File: src/rtl/multicycle_control_fsm.sv
// Main control sequencer for the multicycle ARM-subset processor: walks each instruction
// through fetch/decode/execute/memory/writeback and emits datapath selects and write strobes.
module multicycle_control_fsm #(
  parameter int unsigned STATE_W = 4
) (
  input  logic               clk,
  input  logic               rst,
  input  logic [1:0]         op,
  input  logic [5:0]         funct,
  input  logic [3:0]         rd,
  input  logic               mem_ready,
  output logic               ir_write,
  output logic               next_pc,
  output logic               adr_src,
  output logic               alu_src_a,
  output logic [1:0]         alu_src_b,
  output logic [1:0]         alu_control,
  output logic [1:0]         result_src,
  output logic               pcs,
  output logic               reg_w,
  output logic               mem_w,
  output logic [1:0]         flag_w,
  output logic [STATE_W-1:0] state_dbg
);

  typedef enum logic [3:0] {
    StFetch  = 4'd0,
    StDecode = 4'd1,
    StMemAdr = 4'd2,
    StMemRd  = 4'd3,
    StMemWb  = 4'd4,
    StMemWr  = 4'd5,
    StExecR  = 4'd6,
    StExecI  = 4'd7,
    StAluWb  = 4'd8,
    StBranch = 4'd9
  } state_e;

  state_e state_q;

  always_ff @(posedge clk or negedge rst) begin
    if (!rst) begin
      state_q <= StFetch;
    end else begin
      case (state_q)
        StFetch:  if (mem_ready) state_q <= StDecode;
        StDecode: begin
          unique case (op)
            2'b00:   state_q <= funct[5] ? StExecI : StExecR;
            2'b01:   state_q <= StMemAdr;
            2'b10:   state_q <= StBranch;
            default: state_q <= StFetch;
          endcase
        end
        StMemAdr: state_q <= funct[0] ? StMemRd : StMemWr;
        StMemRd:  if (mem_ready) state_q <= StMemWb;
        StMemWr:  if (mem_ready) state_q <= StFetch;
        StExecR,
        StExecI:  state_q <= StAluWb;
        default:  state_q <= StFetch;
      endcase
    end
  end

  // ALU decode, only driven onto the outputs during the execute states
  logic [1:0] alu_dec;
  logic [1:0] flag_dec;
  logic       cmd_known;
  logic       cmd_arith;

  always_comb begin
    alu_dec   = 2'b00;
    cmd_known = 1'b1;
    cmd_arith = 1'b0;
    case (funct[4:1])
      4'b0100: begin alu_dec = 2'b00; cmd_arith = 1'b1; end
      4'b0010: begin alu_dec = 2'b01; cmd_arith = 1'b1; end
      4'b0000: alu_dec = 2'b10;
      4'b1100: alu_dec = 2'b11;
      default: cmd_known = 1'b0;
    endcase
    flag_dec = cmd_known ? {funct[0], funct[0] & cmd_arith} : 2'b00;
  end

  // Outputs are forced low while reset is held, even though state reads as fetch
  always_comb begin
    ir_write    = 1'b0;
    next_pc     = 1'b0;
    adr_src     = 1'b0;
    alu_src_a   = 1'b0;
    alu_src_b   = 2'b00;
    alu_control = 2'b00;
    result_src  = 2'b00;
    pcs         = 1'b0;
    reg_w       = 1'b0;
    mem_w       = 1'b0;
    flag_w      = 2'b00;
    state_dbg   = STATE_W'(state_q);
    if (!rst) begin
      state_dbg = '0;
    end else begin
      case (state_q)
        StFetch: begin
          alu_src_a  = 1'b1;
          alu_src_b  = 2'b10;
          result_src = 2'b10;
          ir_write   = mem_ready;
          next_pc    = mem_ready;
        end
        StDecode: begin
          alu_src_a  = 1'b1;
          alu_src_b  = 2'b10;
          result_src = 2'b10;
        end
        StMemAdr: alu_src_b = 2'b01;
        StMemRd:  adr_src = 1'b1;
        StMemWr: begin
          adr_src = 1'b1;
          mem_w   = mem_ready;
        end
        StMemWb: begin
          result_src = 2'b01;
          reg_w      = 1'b1;
          pcs        = (rd == 4'hF);
        end
        StExecR: begin
          alu_control = alu_dec;
          flag_w      = flag_dec;
        end
        StExecI: begin
          alu_src_b   = 2'b01;
          alu_control = alu_dec;
          flag_w      = flag_dec;
        end
        StAluWb: begin
          reg_w = 1'b1;
          pcs   = (rd == 4'hF);
        end
        StBranch: begin
          alu_src_b  = 2'b01;
          result_src = 2'b10;
          pcs        = 1'b1;
        end
        default: ;
      endcase
    end
  end

endmodule

File: config.mk
export PLATFORM = sky130hd
export DESIGN_NAME = multicycle_control_fsm
export DESIGN_NICKNAME = d
export VERILOG_FILES = /design/src/rtl/multicycle_control_fsm.sv
export SDC_FILE = /design/constraint.sdc
export NUM_CORES = 1
export LEC_CHECK = 0
export BUFFER_PORTS_ARGS = -buffer_cell sky130_fd_sc_hd__buf_4
export CAP_MARGIN = 40
export CORE_ASPECT_RATIO = 0.8
export CORE_MARGIN = 2
export CORE_UTILIZATION = 30
export DETAILED_ROUTE_END_ITERATION = 16
export SETUP_SLACK_MARGIN = 0.05
export SLEW_MARGIN = 40
export SYNTH_ARGS = -nofsm -noshare
export SYNTH_HDL_FRONTEND = slang
export SYNTH_SLANG_ARGS = --single-unit
File: constraint.sdc
create_clock -name clk -period 2.4 [get_ports clk]
set_input_delay 0.72 -clock clk [delete_from_list [all_inputs] [get_ports clk]]
set_output_delay 0.72 -clock clk [all_outputs]
set_load 0.005 [all_outputs]
==> impl_metrics.py <==
metrics = {
    "global_route": {
        "grt_pass1_vias": 540,
        "grt_util_met2": 0.2467,
        "antenna_found_initial": 0,
        "grt_max_degree": 16,
        "busiest_layer": "met2",
        "grtUsageMet3": 0.03214,
        "grt.total_usage": 0.1623,
        "grt_use_met1": 0.2371,
        "grt_pass1_wl_mm": 2.525,
        "overflow": 0,
    },
    "power": {
        "irDropWorstVdd_mv": 0.3537,
        "seq_power_share": 0.223,
        "clockPowerShare": 0.130,
        "p_leak_nw": 0.3826,
        "switching_share": 0.4221,
        "comb_power_share": 0.648,
        "internal_power_w": 0.0003767,
        "switching_power_w": 0.0002751,
        "power.density_nw_per_um2": 790.5,
    },
    "sta": {
        "worst_pin_slew_ns": 0.4462,
        "slew_viol_final": 0,
        "maxSlewHeadroom": 0.7025,
        "setup_viol": 0,
        "tns_ns": 0,
        "fin_crit_sh": 0.9599,
        "clock.fmax_mhz": 434.1,
        "setup_ws_ns": 0.09616,
        "skew_ns": 0.001691,
        "min_period_ns": 2.304,
        "hold_viol": 0,
        "hold_slack_ns": 0.2992,
        "rsz0062_at_grt": "true",
    },
    "finish": {
        "reg_top3": "state_q (4)",
        "top_register": "state_q",
        "layout-drive-gt1-share": 0.4231,
        "nNetsFinal": 121,
        "largest_reg_flops": 4,
        "layoutNonFillerInstCount": 126,
        "final.fill_count": 169,
        "area_delta_synth_final_pct": 57.66,
        "antenna_cells": 0,
    },
    "setup_path": {
        "r2r_end": "state_q[0]",
        "cpPeakStageDelay_ns": 0.33,
        "cp.depth": 4,
        "cp.required_ns": 1.68,
        "cp_top_family": "simple AND/OR/NAND/NOR gates",
        "cpMostUsedCell": "buf_4",
        "worstSetupStartpoint": "funct[1]",
        "cp_data_arrival_time_ns": 1.58,
        "cp_slowest_cell": "nor4_2",
        "r2r_start": "state_q[1]",
        "worstSetupPathType": "primary input to primary output",
        "critical_path.endpoint_type": "primary output",
        "critPathBufInv": 2,
        "critPathCapture": "alu_control[1]",
        "setup.worst_path.start_class": "primary input",
        "reg2reg_depth": 4,
        "crit_fanout": 4,
        "crit_chain": "buf_4 > nand4b_1 > nor4_2 > buf_4",
        "r2r_slack_ns": 0.83,
    },
    "drt": {
        "ant_nets": 0,
        "via_per_inst": 4.960,
        "drt_iter0_markers": 17,
        "vias": 625,
        "first_pass_iters": 4,
        "wirelength_mm": 1.467,
        "drc": 0,
        "drt-wirelength-per-cell_um": 11.64,
    },
    "yosys": {
        "yosysUniqueCellTypes": 35,
        "netlist_area_um2": 523.0,
        "yosysMostFrequentCell": "nor3_1",
        "synth_area_leaders": "dfrtp_1 (19%), nor3_1 (5.7%), a2111oi_2 (5.7%), and2_1 (4.8%), nor2b_1 (4.8%)",
        "yosys_warnings": 0,
        "synthFlopType": "dfrtp_1",
        "postSynth.asyncResetShare": 1.000,
        "syn-instance-count": 69,
        "synthTopCellsByCount": "nor3_1 (6), inv_1 (5)",
        "syn_avg_cell_area_um2": 7.580,
        "synth_edf_count": 0,
        "synth_top_area_cell": "dfrtp_1",
        "yosysSeqAreaShare": 0.1914,
        "syn_nets": 84,
        "yosys_register_bits": 4,
        "yosysTopAreaCellShare": 0.1914,
    },
    "clock_network": {
        "htreeDepth": 1,
        "cts.sink_count": 4,
        "cts_buffers": 3,
        "clock_path_buffers": 2,
        "cts_root_buffer": "clkbuf_4",
        "clkSlewWorstSetupHoldPaths_ns": 0.04,
        "cts_tree": "built",
        "ctsHoldBuffers": 0,
        "clock_latency_ns": 0.23,
    },
    "outcome": {
        "outcome": "finished, final reports clean",
    },
    "min_path": {
        "hp-class": "primary input to asynchronous set/reset pin",
    },
    "placed_design": {
        "io_buffers": 33,
        "placed_cells": 122,
        "dp_hpwl_mm": 1.146,
        "pre_cts_ws_ns": 0.08256,
        "gp_congestion": 0.7333,
    },
    "floorplanning": {
        "core_area_um2": 1627,
        "start_util": 0.3215,
        "die_h_um": 41.35,
        "dieArea_um2": 2095,
        "die_w_um": 50.68,
        "rows": 13,
        "num_io_pins": 34,
    },
    "flow_run": {
        "maxCapViolCount": 0,
    },
}
stage by stage:
stage	cell area, um^2	power (W)	util
2_1_floorplan	523.0	0.0004125	-
3_3_place_gp	788.3	0.0005698	0.4846
3_5_place_dp	788.3	0.0005724	0.4846
4_1_cts	810.8	0.0006623	0.4985
5_1_grt	824.5	0.0007242	0.5069
6_report	824.5	0.0006518	0.5069
power by group through the flow:
stage          combinational, W  sequential [W]   clock, W
2_1_floorplan          0.000297        0.000115          0
3_3_place_gp           0.000423        0.000147          0
3_5_place_dp           0.000426        0.000146          0
4_1_cts                0.000426        0.000145  0.0000909
5_1_grt                0.000476        0.000153  0.0000956
6_report               0.000422        0.000145  0.0000845
metal layers:
metal	share of wire	up-vias
li1	-	329
met1	0.48	283
met2	0.47	13
met3	0.047	0
met4	0	0
met5	0	-
placed cells by master (no fill, tap or decap), types with 2 or more instances in the layout:
cell and n:
nand2_1 3, and2b_1 3, or4_1 2, and2_1 4, nand2b_1 2, nor4_1 2
dfrtp_1 4, nor3_1 6, buf_4 37, a2111oi_2 2, a21oi_1 4, inv_1 5
clkbuf_4 3, nor2b_1 4, xnor2_1 2, nor2_1 3
cell type report:
type,instances,area (um^2),area share
Tap cell,22,27.53,0.03338
Timing Repair Buffer,37,277.8,0.3369
Multi-Input combinational cell,55,377.9,0.4583
Inverter,5,18.77,0.02276
Sequential cell,4,100.1,0.1214
Clock buffer,3,22.52,0.02731
timing repair:
| item | in CTS | in global routing |
|---|---|---|
| setup buffers | 0 | 1 |
| endpoints found under the hold margin | 0 | 0 |
| resized for setup | 0 | 1 |
| setup endpoints to repair | 0 | 2 |
kinds of logic (layout without fill, tap and decap cells):
logic type	after synthesis	count (layout)	synth area share
and+or+nand+nor	37	37	0.4234
buffers and inverters	10	45	0.09809
muxes	1	1	0.02153
xor gates and xnor gates	3	3	0.05025
AOI/OAI and AO/OA	14	14	0.2154
DFF	4	4	0.1914
worst min path at each step:
| stage | start | to | slack, ns | cells after the start |
|---|---|---|---|---|
| floorplan | rst | state_q[0] | 0.42 | 0 |
| global placement | rst | state_q[1] | 0.54 | 1 |
| detailed placement | rst | state_q[1] | 0.55 | 1 |
| CTS | rst | state_q[1] | 0.29 | 1 |
| global route | rst | state_q[3] | 0.29 | 1 |
| finish | rst | state_q[3] | 0.30 | 1 |
(Power assumes the default switching activity.)
